==> src/rtl/io_bus_master.sv <==
// I/O bus master: single-beat read/write sequencer plus
// boundary-synchronised interrupt take/acknowledge logic.
module io_bus_master #(
    parameter int unsigned RD_WAIT  = 1,
    parameter logic [31:0] ISR_ADDR = 32'h0000_03FC
) (
    input  logic        clk,
    input  logic        reset,
    input  logic        req,
    input  logic        we,
    input  logic [31:0] addr,
    input  logic [31:0] wdata,
    output logic [31:0] rdata,
    output logic        busy,
    output logic        done,
    output logic        io_cs,
    output logic        io_wr,
    output logic        io_rd,
    output logic [31:0] io_addr,
    output logic [31:0] io_wdata,
    input  logic [31:0] io_rdata,
    input  logic        intr,
    output logic        inta,
    input  logic        setie,
    input  logic        clrie,
    input  logic        boundary,
    output logic        ie,
    output logic        int_take,
    output logic [31:0] isr_addr
);

    typedef enum logic [1:0] {IDLE, WRITE, READ, DONE} bus_state_t;
    typedef enum logic {INT_IDLE, INT_ACK} int_state_t;

    localparam logic [3:0] RD_WAIT_L = 4'(RD_WAIT);

    bus_state_t bus_state, bus_nxt;
    int_state_t int_state, int_nxt;
    logic [3:0] wait_cnt, wait_nxt;
    logic       load, capture;
    logic       intr_q, take, ie_nxt;

    assign isr_addr = ISR_ADDR;

    always_comb begin
        bus_nxt  = bus_state;
        wait_nxt = wait_cnt;
        load     = 1'b0;
        capture  = 1'b0;
        io_cs    = 1'b0;
        io_wr    = 1'b0;
        io_rd    = 1'b0;
        done     = 1'b0;
        busy     = (bus_state != IDLE);
        unique case (bus_state)
            IDLE: begin
                if (req) begin
                    load = 1'b1;
                    if (we) begin
                        bus_nxt = WRITE;
                    end else begin
                        bus_nxt  = READ;
                        wait_nxt = RD_WAIT_L;
                    end
                end
            end
            WRITE: begin
                io_cs   = 1'b1;
                io_wr   = 1'b1;
                bus_nxt = DONE;
            end
            READ: begin
                io_cs = 1'b1;
                io_rd = 1'b1;
                // counter reaching zero marks the last strobe cycle
                if (wait_cnt == 4'd0) begin
                    capture = 1'b1;
                    bus_nxt = DONE;
                end else begin
                    wait_nxt = wait_cnt - 4'd1;
                end
            end
            DONE: begin
                done    = 1'b1;
                bus_nxt = IDLE;
            end
            default: bus_nxt = IDLE;
        endcase
    end

    // a pending access this cycle defers the interrupt
    assign take = (int_state == INT_IDLE) & ie & intr_q & boundary
                & (bus_state == IDLE) & ~req;

    always_comb begin
        int_nxt = int_state;
        inta    = (int_state == INT_ACK);
        unique case (int_state)
            INT_IDLE: if (take) int_nxt = INT_ACK;
            INT_ACK:  if (!intr_q) int_nxt = INT_IDLE;
            default:  int_nxt = INT_IDLE;
        endcase
        if (clrie || take) ie_nxt = 1'b0;
        else if (setie)    ie_nxt = 1'b1;
        else               ie_nxt = ie;
    end

    always_ff @(posedge clk) begin
        if (reset) begin
            bus_state <= IDLE;
            int_state <= INT_IDLE;
            wait_cnt  <= 4'd0;
            io_addr   <= 32'd0;
            io_wdata  <= 32'd0;
            rdata     <= 32'd0;
            intr_q    <= 1'b0;
            ie        <= 1'b0;
            int_take  <= 1'b0;
        end else begin
            bus_state <= bus_nxt;
            int_state <= int_nxt;
            wait_cnt  <= wait_nxt;
            intr_q    <= intr;
            ie        <= ie_nxt;
            int_take  <= take;
            if (load) begin
                io_addr  <= addr;
                io_wdata <= wdata;
            end
            if (capture) rdata <= io_rdata;
        end
    end

endmodule

==> config.mk <==
export PLATFORM = sky130hd
export DESIGN_NAME = io_bus_master
export DESIGN_NICKNAME = d
export VERILOG_FILES = /design/src/rtl/io_bus_master.sv
export SDC_FILE = /design/constraint.sdc
export NUM_CORES = 1
export LEC_CHECK = 0
export ABC_AREA = 1
export CORE_MARGIN = 4
export CORE_UTILIZATION = 38
export DETAILED_ROUTE_END_ITERATION = 8
export PLACE_DENSITY = 0.87
export SYNTH_ARGS = -nofsm -noshare
export SYNTH_HDL_FRONTEND = slang
export SYNTH_SLANG_ARGS = --single-unit
==> constraint.sdc <==
create_clock -name clk -period 1.5 [get_ports clk]
set_input_delay 0.225 -clock clk [delete_from_list [all_inputs] [get_ports clk]]
set_output_delay 0.225 -clock clk [all_outputs]
set_load 0.01 [all_outputs]
# Word-level counts from Yosys, hierarchy flattened
# Index checks and enable logic that the tools add are counted.
dict set report word_totals {
  reg_bits 106
  out_inout_bits 136
  wordCells 52
}
dict set report classes {
  addsub 1
  n_eq_ne 7
  n_mux 19
  bitwise 7
  n_reduce_logical 9
}
# operator count
set ops {}
lappend ops {{4-bit two-way mux} 3}
lappend ops {{1-bit two-way mux} 10}
lappend ops {{2-bit != test (second input constant)} 4}
lappend ops {{2-bit case mux with 4 select lines} 1}
lappend ops {{4-bit case mux with 2 select lines} 1}
lappend ops {{2-bit two-way mux} 3}
lappend ops {{1-bit bitwise AND} 5}
lappend ops {{2-bit == test (second input constant)} 2}
lappend ops {{4-bit zero test} 1}
lappend ops {{4-bit AND reduction} 1}
lappend ops {{2-bit nonzero test} 2}
lappend ops {{2-bit OR reduction} 2}
lappend ops {{4-bit by 1-bit subtractor with 4-bit output (second input constant)} 1}
lappend ops {{2-bit by 1-bit == test with 1-bit output (second input constant)} 1}
lappend ops {{2-bit zero test} 1}
lappend ops {{1-bit NOT} 2}
lappend ops {{1-bit case mux with 2 select lines} 1}
lappend ops {{2-bit AND reduction} 1}
lappend ops {{1-bit logical OR} 1}

# Longest topological paths before layout
# Gate-level depths: netlist of run 1.
dict set report depth {
  word_depth 8
  ltp_mapped 11
  depth_no_buf 11
}

# Worst setup path before layout of run 1
# OpenSTA, ideal clock, no wires.
dict set report synth_path {
  path_kind {register to register}
  start {reg bus_state[0]}
  end {reg wait_cnt[1]}
  setup_time_ns 0.122
  arrival_time_ns 1.284
  slack_ns 0.094
  stages_incl_launch_ff 11
  path_buffers 0
  path_cell_list {dfxtp_1 inv_1 ha_1 inv_1 nand2_1 nand2_1 nand2_2 nor2_2 nand2_1 nand2_1 nor2_1}
}
dict set report synth_between {
  elab_chain_cells 3
  elab_cells_between_ends 8
  classes_between {eq/ne: 4; mux: 1; reduce/logical: 3}
}
# element line
set synth_lines {}
lappend synth_lines {{start, declared} 37} ;# bus_state_t bus_state, bus_nxt;
lappend synth_lines {{start signal, assigned} 120} ;# bus_state <= bus_nxt;
lappend synth_lines {{2-bit == test or 2-bit zero test (tied branches)} 55} ;# unique case (bus_state)
lappend synth_lines {{2-bit != test (no line) or 2-bit nonzero test (tied branches)} n/a}
lappend synth_lines {{4-bit AND reduction (no line)} n/a}
lappend synth_lines {{end signal, assigned} 122} ;# wait_cnt <= wait_nxt;
lappend synth_lines {{end, declared} 39} ;# logic [3:0] wait_cnt, wait_nxt;
# Parallel ways exist; a longest one is shown, timed or not.
# A chain may end at the register's enable or synchronous reset.

# Worst setup path after layout of run 1
dict set report layout_path {
  start {reg bus_state[0]}
  end {out io_rd}
}
dict set report layout_between {
  elab_chain_cells 2
}
# element line
set layout_lines {}
lappend layout_lines {{2-bit == test} 55}
lappend layout_lines {{1-bit two-way mux} 55}
lappend layout_lines {{end, declared} 18} ;# output logic io_rd,
# No other way between the ends.

==> results of run 1 <==
[final timing paths]
path	end	cells past startpoint	from
min	rdata[11]	3	reset
max reg2reg	wait_cnt[1]	10	bus_state[1]
min reg2reg	rdata[10]	2	rdata[10]
max	io_rd	3	bus_state[0]
[area by class of cell]
cell class | count | area share
Multi-Input combinational cell | 377 | 0.263
Timing Repair Buffer | 224 | 0.357
Clock buffer | 12 | 0.0215
Clock inverter | 4 | 0.00760
Inverter | 16 | 0.0100
Tap cell | 140 | 0.0260
Sequential cell | 106 | 0.315
[repair_timing]
item                                    CTS  global route
endpoints found under the hold margin     0             0
cloned                                    0             2
endpoints found under the setup margin   42           130
hold buffers                              0             0
pin swaps                                 0             1
resized for setup                        56            72
setup buffers                             0             1
[power by group through the flow]
stage	registers (µW)	clock network (µW)	logic, µW
after detailed placement	3530	0	2920
after global placement	3510	0	2870
after global routing	3510	1930	3210
final	3450	1760	2920
after CTS	3460	1820	2830
after floorplan	3710	0	1310
[worst max-delay path, delay by kind of cell (launching register included)]
family / cells / cell delay [ns]
adders and majority gates: 1 / 0.24
buffers and inverters: 2 / 0.34
DFF: 1 / 0.32
[per-layer routing]
metal | global-route usage | part of all wire
met1 | 0.203 | 0.39
met2 | 0.296 | 0.48
met3 | 0.0753 | 0.12
met4 | 0.0473 | 0.010
met5 | 0 | 0
[layout by cell type, fill, tap and decap left out, types with 2 or more instances in the layout]
master           synthesis  routed
nor2_1                 136     136
dfxtp_1                106     104
clkdlybuf4s50_1          0     104
nand2_1                 67      66
o21ai_0                 62      60
dlymetal6s2s_1           0      60
dlygate4sd2_1            0      37
conb_1                   2      32
nand2_2                 21      21
a21oi_2                 20      20
a21oi_1                 16      16
inv_1                   14      13
clkbuf_8                 0      10
o21ai_1                  6       8
buf_12                   0       7
buf_4                   33       7
nand3_1                  4       4
ha_2                     0       3
clkinv_4                 1       2
nor3_1                   2       2
ha_1                     5       2
dfxtp_2                  0       2
clkbuf_1                11       2
clkbuf_16                0       2
buf_2                   15       2
clkbuf_2                 0       2
buf_6                    1       2
[state kept, by name, indices dropped and copies added, names as in the netlist]
| register | flops |
|---|---|
| ie | 1 |
| intr_q | 1 |
| io_addr | 32 |
| io_wdata | 32 |
| wait_cnt | 4 |
| bus_state | 2 |
| inta | 1 |
| int_take | 1 |
| rdata | 32 |
[metrics by stage]
stage | hold WS, ns | power (µW)
floorplan | 0.332 | 5010
global placement | 0.450 | 6380
detailed placement | 0.458 | 6450
CTS | 0.228 | 8110
global route | 0.236 | 8650
finish | 0.245 | 8130
[logic make-up after synthesis]
kind of cell	Yosys count
other	2
and+or+nand+nor	235
AOI/OAI and AO/OA	105
DFF	106
adders and majority gates	5
buffers and inverters	79
==> impl_metrics.json, run 1 <==
{
  "synth-edff-count": 0,
  "grt_pass1_vias": 3672,
  "synthDistinctLibCells": 26,
  "num_vias": 4021,
  "fin_crit_ns": 1.47,
  "peakVddDrop_mv": 0.749,
  "cell_internal_pwr_uw": 5480,
  "yosysTopAreaCell": "dfxtp_1",
  "fmax_mhz": 679,
  "ios": 240,
  "synth_adder_area_share": 0.0148,
  "gr-total-overflow": 0,
  "hp-class": "in -> reg",
  "worst_path_max_delay_cell": "dfxtp_1",
  "vias_per_cell": 4.57,
  "hold_violations": 0,
  "synth_top_family_by_area": "simple AND/OR/NAND/NOR gates",
  "cts_made_buffers": 9,
  "power_density_nw_per_um2": 1200,
  "fin_cells": 879,
  "setup_tns_ns": 0,
  "comb_power_share": 0.359,
  "clockBufferDepth": 2,
  "grt_setup_unrepaired": "true",
  "synthSimpleGateAreaFrac": 0.227,
  "p_leak_uw": 0.00368,
  "max_stage_delay_ns": 0.32,
  "layout.nets": 843,
  "ctsHtreeMaxLevel": 3,
  "required_ns": 1.27,
  "core.rowCount": 38,
  "placed_area_um2": 6360,
  "ys_warn_count": 0,
  "grt_start_max_net_pins": 67,
  "fin_crit_sh": 0.982,
  "end_kind": "output pin",
  "fillCellCount": 894,
  "ys_async_sr_fraction": 0,
  "drive_gt1_frac": 0.122,
  "place_congestion": 0.766,
  "start_kind": "flop",
  "setup_viol": 0,
  "cts_tree": "done",
  "grt_pass1_wl_mm": 18.3,
  "clkSinkCount": 106,
  "start_util": 0.388,
  "postSynthCellCount": 532,
  "firstDrtPassIters": 4,
  "yosys_register_bits": 106,
  "multi_input_area_um2": 1770,
  "cp_cell_sequence": "inv_1 > ha_2 > clkdlybuf4s15_2",
  "synth.most_common_cell": "nor2_1",
  "cts_root_buf": "clkbuf_8",
  "yosysSeqAreaShare": 0.502,
  "antenna_found_initial": 0,
  "seqPwrFrac": 0.424,
  "dr.first_iter.drc_count": 286,
  "drcViolationCount": 0,
  "die-area_um2": 12900,
  "wl_mm": 12.4,
  "ant_nets": 0,
  "power.switching_uw": 2650,
  "run_status": "completed",
  "final_cell_area_um2": 6750,
  "synthFlopType": "dfxtp_1",
  "dp.cells": 860,
  "syn_to_final_growth_pct": 59.6,
  "dp_slack_ns": 0.000648,
  "synth-compound-area-share": 0.143,
  "final-seq-area_um2": 2120,
  "swShare": 0.326,
  "synth_top_area_frac": 0.502,
  "reg2reg_slack_ns": 0.07,
  "synth_mux_area_frac": 0,
  "synth.cell_area_um2": 4230,
  "cts.reportedPaths.clkPinSlew_ns": 0.10,
  "avgSynthCellArea_um2": 7.95,
  "synth_top_cells_by_count": "nor2_1 (136), dfxtp_1 (106), nand2_1 (67)",
  "antenna_cells": 0,
  "io_buffers": 207,
  "clkPwrFrac": 0.217,
  "critical_path_class": "reg -> out",
  "clk_latency_ns": 0.36,
  "fin_util": 0.620,
  "dpl.hpwl_mm": 8.56,
  "crit_path_max_fanout": 4,
  "cp_data_arrival_time_ns": 1.25,
  "grt_usage": 0.175,
  "core_um2": 10900,
  "skew_ns": 0.0109,
  "synth_area_leaders": "dfxtp_1 (50%), nor2_1 (12%), o21ai_0 (7.3%), nand2_1 (5.9%), buf_4 (5.9%)",
  "drv_slew": 0,
  "finalWorstSetupSlack_ns": 0.0268,
  "synth_xor_area_frac": 0,
  "die_h_um": 113,
  "die_w_um": 113,
  "drv_cap": 0,
  "routedWlPerCell_um": 14.1
}
No activity file was read; power rests on OpenSTA's default activity.
==> run 2, diff against run 1 <==
- CTS_CLUSTER_SIZE: not set -> 25
==> results of run 2 <==
No change in the layout: final DEF, timing and power equal those of run 1.
